`src/rtl/bcd_serial_addsub.sv`:
```
// Digit-serial BCD adder/subtractor: one decimal digit per clock, LSD first.
// Subtraction uses nine's complement of B with the initial carry set to 1.
module bcd_serial_addsub #(
    parameter int NDIG = 4
) (
    input  logic              clk,
    input  logic              rst,
    input  logic              start,
    input  logic              sub,
    input  logic [4*NDIG-1:0] A,
    input  logic [4*NDIG-1:0] B,
    output logic              busy,
    output logic              done,
    output logic [4*NDIG-1:0] S,
    output logic              C,
    output logic              inv
);

    localparam int W  = 4 * NDIG;
    localparam int IW = (NDIG > 1) ? $clog2(NDIG) : 1;

    typedef enum logic [1:0] {
        IDLE = 2'd0,
        RUN  = 2'd1,
        DONE = 2'd2
    } state_t;

    state_t          state_q, state_d;
    logic [IW-1:0]   idx_q, idx_d;
    logic [W-1:0]    a_q, a_d, b_q, b_d, acc_q, acc_d, s_q, s_d;
    logic            sub_q, sub_d, carry_q, carry_d, inv_acc_q, inv_acc_d;
    logic            c_q, c_d, inv_q, inv_d;

    logic [3:0]      a_dig_s, b_dig_s, bp_s, sum_dig_s;
    logic [4:0]      t_s;
    logic            cout_s, dig_inv_s;
    logic [W-1:0]    acc_next_s;

    // One decimal digit step on the current least-significant operand digits.
    always_comb begin
        a_dig_s   = a_q[3:0];
        b_dig_s   = b_q[3:0];
        bp_s      = sub_q ? (4'd9 - b_dig_s) : b_dig_s;
        t_s       = {1'b0, a_dig_s} + {1'b0, bp_s} + {4'b0000, carry_q};
        dig_inv_s = (a_dig_s > 4'd9) || (b_dig_s > 4'd9);
        if (t_s >= 5'd10) begin
            sum_dig_s = 4'(t_s - 5'd10);
            cout_s    = 1'b1;
        end else begin
            sum_dig_s = t_s[3:0];
            cout_s    = 1'b0;
        end
        // Result digits enter at the top and drift down to their final slot.
        acc_next_s          = acc_q >> 3'd4;
        acc_next_s[W-1 -: 4] = sum_dig_s;
    end

    // Next-state and datapath register updates.
    always_comb begin
        state_d   = state_q;
        idx_d     = idx_q;
        a_d       = a_q;
        b_d       = b_q;
        acc_d     = acc_q;
        sub_d     = sub_q;
        carry_d   = carry_q;
        inv_acc_d = inv_acc_q;
        s_d       = s_q;
        c_d       = c_q;
        inv_d     = inv_q;
        case (state_q)
            IDLE: begin
                if (start) begin
                    a_d       = A;
                    b_d       = B;
                    sub_d     = sub;
                    carry_d   = sub;
                    acc_d     = '0;
                    idx_d     = '0;
                    inv_acc_d = 1'b0;
                    state_d   = RUN;
                end else begin
                    state_d   = IDLE;
                end
            end
            RUN: begin
                a_d       = a_q >> 3'd4;
                b_d       = b_q >> 3'd4;
                acc_d     = acc_next_s;
                carry_d   = cout_s;
                inv_acc_d = inv_acc_q | dig_inv_s;
                if (idx_q == IW'(NDIG - 1)) begin
                    state_d = DONE;
                    s_d     = acc_next_s;
                    c_d     = cout_s;
                    inv_d   = inv_acc_q | dig_inv_s;
                end else begin
                    idx_d   = idx_q + IW'(1);
                end
            end
            DONE: begin
                state_d = IDLE;
            end
            default: begin
                state_d = IDLE;
            end
        endcase
    end

    // State and datapath registers with asynchronous clear.
    always_ff @(posedge clk or posedge rst) begin
        if (rst) begin
            state_q   <= IDLE;
            idx_q     <= '0;
            a_q       <= '0;
            b_q       <= '0;
            acc_q     <= '0;
            sub_q     <= 1'b0;
            carry_q   <= 1'b0;
            inv_acc_q <= 1'b0;
            s_q       <= '0;
            c_q       <= 1'b0;
            inv_q     <= 1'b0;
        end else begin
            state_q   <= state_d;
            idx_q     <= idx_d;
            a_q       <= a_d;
            b_q       <= b_d;
            acc_q     <= acc_d;
            sub_q     <= sub_d;
            carry_q   <= carry_d;
            inv_acc_q <= inv_acc_d;
            s_q       <= s_d;
            c_q       <= c_d;
            inv_q     <= inv_d;
        end
    end

    assign busy = (state_q != IDLE);
    assign done = (state_q == DONE);
    assign S    = s_q;
    assign C    = c_q;
    assign inv  = inv_q;

endmodule

```
`config.mk`:
```
export PLATFORM = sky130hd
export DESIGN_NAME = bcd_serial_addsub
export DESIGN_NICKNAME = d
export VERILOG_FILES = /design/src/rtl/bcd_serial_addsub.sv
export SDC_FILE = /design/constraint.sdc
export NUM_CORES = 1
export LEC_CHECK = 0
export BUFFER_PORTS_ARGS = -buffer_cell sky130_fd_sc_hd__buf_2
export CAP_MARGIN = 10
export CORE_UTILIZATION = 40
export DETAILED_ROUTE_END_ITERATION = 6
export GPL_TIMING_DRIVEN = 0
export HOLD_SLACK_MARGIN = 0.06
export PLACE_DENSITY = 0.6
export SYNTH_ARGS = -nofsm -noshare
export SYNTH_HDL_FRONTEND = slang
export SYNTH_SLANG_ARGS = --single-unit
export TNS_END_PERCENT = 10
```
`constraint.sdc`:
```
create_clock -name clk -period 3.15 [get_ports clk]
set_input_delay 0.4725 -clock clk [delete_from_list [all_inputs] [get_ports clk]]
set_output_delay 0.4725 -clock clk [all_outputs]
set_load 0.01 [all_outputs]
```
# Word level (Yosys, flattened, before mapping)

Index checks and enable logic that the tools add are counted.

Multiplexer cells: 19
Reduce and logical (&&, ||, !) cells: 8
Order comparisons: 3
Bitwise operators: 1
$add $sub $neg: 5
Equality and inequality tests: 6

Operators with widths:

| cell                | count |
|---|---|
| $pmux 16 s2         | 3 |
| $mux 16             | 3 |
| $gt 4x4->1 const B  | 2 |
| $mux 4              | 2 |
| $pmux 2 s2          | 2 |
| $mux 2              | 3 |
| $ne 2x2->1 const B  | 3 |
| $reduce_and 2->1    | 3 |
| $add 4x4->5         | 1 |
| $add 5x1->5         | 1 |
| $ge 5x4->1 const B  | 1 |
| $eq 2x2->1 const B  | 2 |
| $mux 1              | 4 |
| $pmux 1 s2          | 2 |
| $reduce_bool 2->1   | 2 |
| $sub 4x4->4 const A | 1 |
| $sub 4x4->4 const B | 1 |
| $reduce_and 3->1    | 1 |
| $add 2x1->2 const B | 1 |
| $eq 2x1->1 const B  | 1 |
| $logic_not 2->1     | 1 |
| $logic_or 1x1->1    | 1 |
| $or 1x1->1          | 1 |

Output and inout bits: 20
Input bits: 36
Register bits after elaboration: 73
Word-level logic and storage cells: 53

# Depth between registers and ports, before layout

Word-level depth: 7
Mapped depth: 12
Depth with buffers taken out: 12

# Worst setup path after synthesis

OpenSTA, ideal clock, no wires.

Path kind: register to register
Start point: register sub_q
End point: register s_q[14] (netlist: S[14])
Data required time: 3.025 ns
Path buffers: 0
Path slack: 0.391 ns
Library setup time: 0.125 ns
Stages on the path, launching flop included: 11
Arrival time: 2.634 ns
Period minus slack after synthesis: 2.759 ns
Path through: dfrtp_1 -> xnor2_1 -> fa_1 -> fa_1 -> xor2_1 -> ha_1 -> nand2b_1 -> a21oi_1 -> mux2_1 -> a2bb2oi_1 -> mux2_2

Cells in the longest elaborated chain, start to end: 5
Elaborated cells on any way between the ends: 6
Those cells by class: add/sub: 3; order compare: 1; mux: 2

RTL lines:

| what                                             | RTL line | source |
|---|---|---|
| start, declared                                  | 31       | `logic sub_q, sub_d, carry_q, carry_d, inv_acc_q, inv_acc_d;` |
| start signal, assigned                           | 130      | `sub_q <= sub_d;` |
| $mux 4 *                                         | 43       | `bp_s = sub_q ? (4'd9 - b_dig_s) : b_dig_s;` |
| $add 4x4->5 *                                    | 44       | `t_s = {1'b0, a_dig_s} + {1'b0, bp_s} + {4'b0000, carry_q};` |
| $add 5x1->5 *                                    | 44       |  |
| $sub 4x4->4 / $ge 5x4->1 (equally long branches) | 47, 46   |  |
| $mux 4 *                                         | 46       | `if (t_s >= 5'd10) begin` |
| end signal, assigned                             | 121      | `s_q <= '0;` |
| end signal, assigned                             | 133      | `s_q <= s_d;` |
| end, declared                                    | 30       | `logic [W-1:0] a_q, a_d, b_q, b_d, acc_q, acc_d, s_q, s_d;` |

Mark *: on every way between the ends. The rest lies on a longest branch, timed or not.
A chain may end at the register's enable or synchronous reset.

# Worst setup path after layout

Ends and elaborated chain as after synthesis.

==> impl_summary.txt <==
----------------------------------------------------
[Outcome]
  Run status ... finished clean

[Final layout]
  Most common cell after layout, fill and taps aside ... dfrtp_1
  Area growth, synth to finish ... 22.3%
  Count of fill cells added during filler insertion ... 728
  Summed area of non-filler cells in the final layout ... 0.00390 mm^2
  Antenna cell count ... 0
  Final #Nets ... 394
  Share of the core filled with cells in the final layout ... 0.504
  Commonest cells after routing, fill and taps aside ... dfrtp_1 (68), buf_2 (65), nand2_1 (41)
  Fraction of final layout cells sized beyond drive strength 1 ... 0.271

[Detailed routing]
  First-iteration detailed-routing DRC count ... 55
  Average via count per standard cell ... 5.03
  M1 WL ... 3180 um
  Overall routed net length ... 6520 um
  Avg WL per Cell ... 14.3 um
  Pre-antenna DRT Iters ... 4
  Met2 wire length ... 2960 um
  DRC Markers ... 0
  Met3 Wirelength ... 229 um
  Top sig layer ... met4
  Number of vias in the routed layout ... 2294
  Number of routed nets with antenna violations ... 0

[CTS]
  Clock latency on the worst-skew pair ... 0.34 ns
  Number of clock buffers inserted by TritonCTS ... 9
  Bufs on Longest Clock Path ... 2
  TritonCTS clock tree ... built
  Number of H-tree levels ... 3
  Count of hold-fix buffers inserted at cts ... 0
  Sink Count ... 69
  Clock-pin transition on the worst setup and hold timing paths ... 0.08 ns
  Cell at the root of the clock tree ... clkbuf_8

[Timing]
  Worst max-slew margin expressed relative to the limit ... 0.444
  Total negative slack ... 0 ns
  Number of endpoints with negative hold slack in the final report ... 0
  Measured slew at the worst slew-check pin ... 0.834 ns
  Maximum clock frequency ... 329 MHz
  Setup Skew ... 0.00663 ns
  Worst hold slack ... 0.290 ns
  Time the final worst path needs with I/O delays and setup ... 3.04 ns
  Final setup fails ... 0
  Count of pins over their slew limit ... 0
  Fin crit share ... 0.965
  Setup slack of the critical path after layout ... 0.111 ns

[Synthesis]
  Primary FF master, synth ... dfrtp_1
  Count of cell types in the netlist ... 37
  Cell area after technology mapping ... 0.00319 mm^2
  Async set-reset flop share out of synthesis ... 1.00
  Sequential fraction of the synthesis area ... 0.542
  Number of storage elements in the synthesis netlist ... 69
  Warning count from the yosys run ... 0
  Number of nets produced by synthesis ... 327
  Cells after synthesis ... 282
  Number of enable flip-flop cells after synthesis ... 0
  Post-Syn Area per Cell ... 11.3 um^2

[Critical path]
  Maximum fanout along the worst path ... 5
  Flop-to-flop setup slack ... 0.11 ns
  Largest incremental delay on the critical path ... 0.44 ns
  Sequence of cells on the critical path ... xnor2_1, fa_1, fa_1, xor2_1, ha_2, nand2b_1, a21oi_1, mux2_1, a2bb2oi_2, mux2_2
  Category of the worst setup path capture point ... register
  Arrival @ worst endpoint ... 3.26 ns
  Critical R2R Capture ... S[14]
  Worst reg-to-reg path cell count ... 10
  Cell mode on critical path ... fa_1
  Crit path max-delay family ... adder cells
  Startpoint kind of the worst setup timing path ... register
  Path type of the worst setup path ... reg -> reg
  Critical Path RT ... 3.38 ns
  Critical path endpoint ... S[14]
  Cell type of the slowest stage on the worst timing path ... dfrtp_2
  Critical path buffer and inverter count ... 0
  Worst flop-to-flop path startpoint ... sub_q
  Stages on the worst setup path ... 10
  Critical Path Start ... sub_q

[Hold path]
  Type of the tightest min-delay check ... in -> async

[GRT]
  Global-route wire length before repair ... 11200 um
  GRT Resource Usage Total ... 0.177
  Antenna violations before repair ... 0
  Final global-route overflow total ... 0
  Maximum number of pins on one net before global-route repair ... 70
  Vias in the first global route ... 2379

[Placed design]
  Post-detailed-placement half-perimeter wirelength ... 4670 um
  IO Port Bufs ... 55
  Post-place instance area ... 0.00359 mm^2
  GP Congestion ... 0.792
  Pre-CTS WS ... 0.154 ns

[Floorplanning]
  Top-Level Pins ... 56
  Horiz. Die Dim ... 91.3 um
  Core outline area ... 0.00773 mm^2
  Initial Util ... 0.413
  Row count ... 32
  Die area ... 0.00833 mm^2
  Height of the chip ... 91.3 um

[Job]
  Max cap viols ... 0

[Power and ir drop]
  Power density over the cells ... 1370 mW/mm^2
  Max IR drop VDD ... 528 uV
  Leakage power ... 1.94 nW

----------------------------------------------------
==> layout make-up <==
class,instances,area [um^2],area share
buffer,15,80.1,0.0205
clock buffer,10,128,0.0327
clock inverter,6,159,0.0408
inverter,10,40.0,0.0103
multi-input combinational,188,1350,0.347
sequential,69,1730,0.443
tap,102,128,0.0327
timing repair buffer,56,283,0.0726
==> worst min path at each step <==
stage	to	slack [ns]	cells past startpoint
final	acc_q[6]	0.29	2
after global routing	a_q[15]	0.35	2
after CTS	a_q[14]	0.32	2
after detailed placement	inv	0.47	2
after global placement	S[12]	0.46	2
after floorplan	a_q[11]	0.45	2
==> through the flow <==
step                power, mW  cells
floorplan                3.53    282
global placement         4.11    439
detailed placement       4.17    439
CTS                      5.21    455
global route             5.77    456
finish                   5.34    456
==> power breakdown <==
part	internal [mW]	switching (mW)
clock	0.688	0.338
combinational	1.34	1.49
sequential	1.27	0.211
total	3.29	2.04
==> metal layers <==
layer / global-route usage / vias to the layer above
li1: - / 1115
met1: 0.224 / 1125
met2: 0.288 / 42
met3: 0.0343 / 12
met4: 0.0913 / 0
met5: 0 / -
==> cells in the mapped netlist, types with 4 or more instances <==
master	n	area (um^2)
buf_2	10	50.1
ha_1	7	87.6
a22o_1	15	131
dfrtp_1	69	1730
nor2_1	5	18.8
a21oi_1	7	35.0
nand2b_1	5	31.3
nor2b_1	7	43.8
nand2_1	41	154
o21ai_1	16	80.1
inv_1	10	37.5
mux2_1	12	135
o21ai_0	24	120
mux2i_1	24	240
mux2_2	4	45.0
==> kinds of logic after synthesis <==
kind of cell    Yosys count  synth area share
simple gates             63            0.0883
buf+inv                  25            0.0369
compound gates           72             0.148
xor+xnor                  4            0.0133
mux                      40             0.132
flops                    69             0.542
fa+ha+maj                 9            0.0400
==> worst register-to-register path, cell delays in order (launching register included) <==
cell and delay, ns:
dfrtp_2 0.44, xnor2_1 0.15, fa_1 0.41, fa_1 0.42
xor2_1 0.21, ha_2 0.36, nand2b_1 0.11, a21oi_1 0.04
mux2_1 0.30, a2bb2oi_2 0.19, mux2_2 0.28
==> sequential cells by signal (all words and copies together), names as in the netlist <==
name	count
S	16
a_q	16
b_q	16
acc_q	12
idx_q	2
state_q	2
C	1
carry_q	1
inv	1
inv_acc_q	1
sub_q	1
==> repair_timing <==
action / in CTS / in global routing
resized for setup: 0 / 3
setup buffers: 0 / 1
setup endpoints to repair: 0 / 2
(Power assumes the default switching activity.)
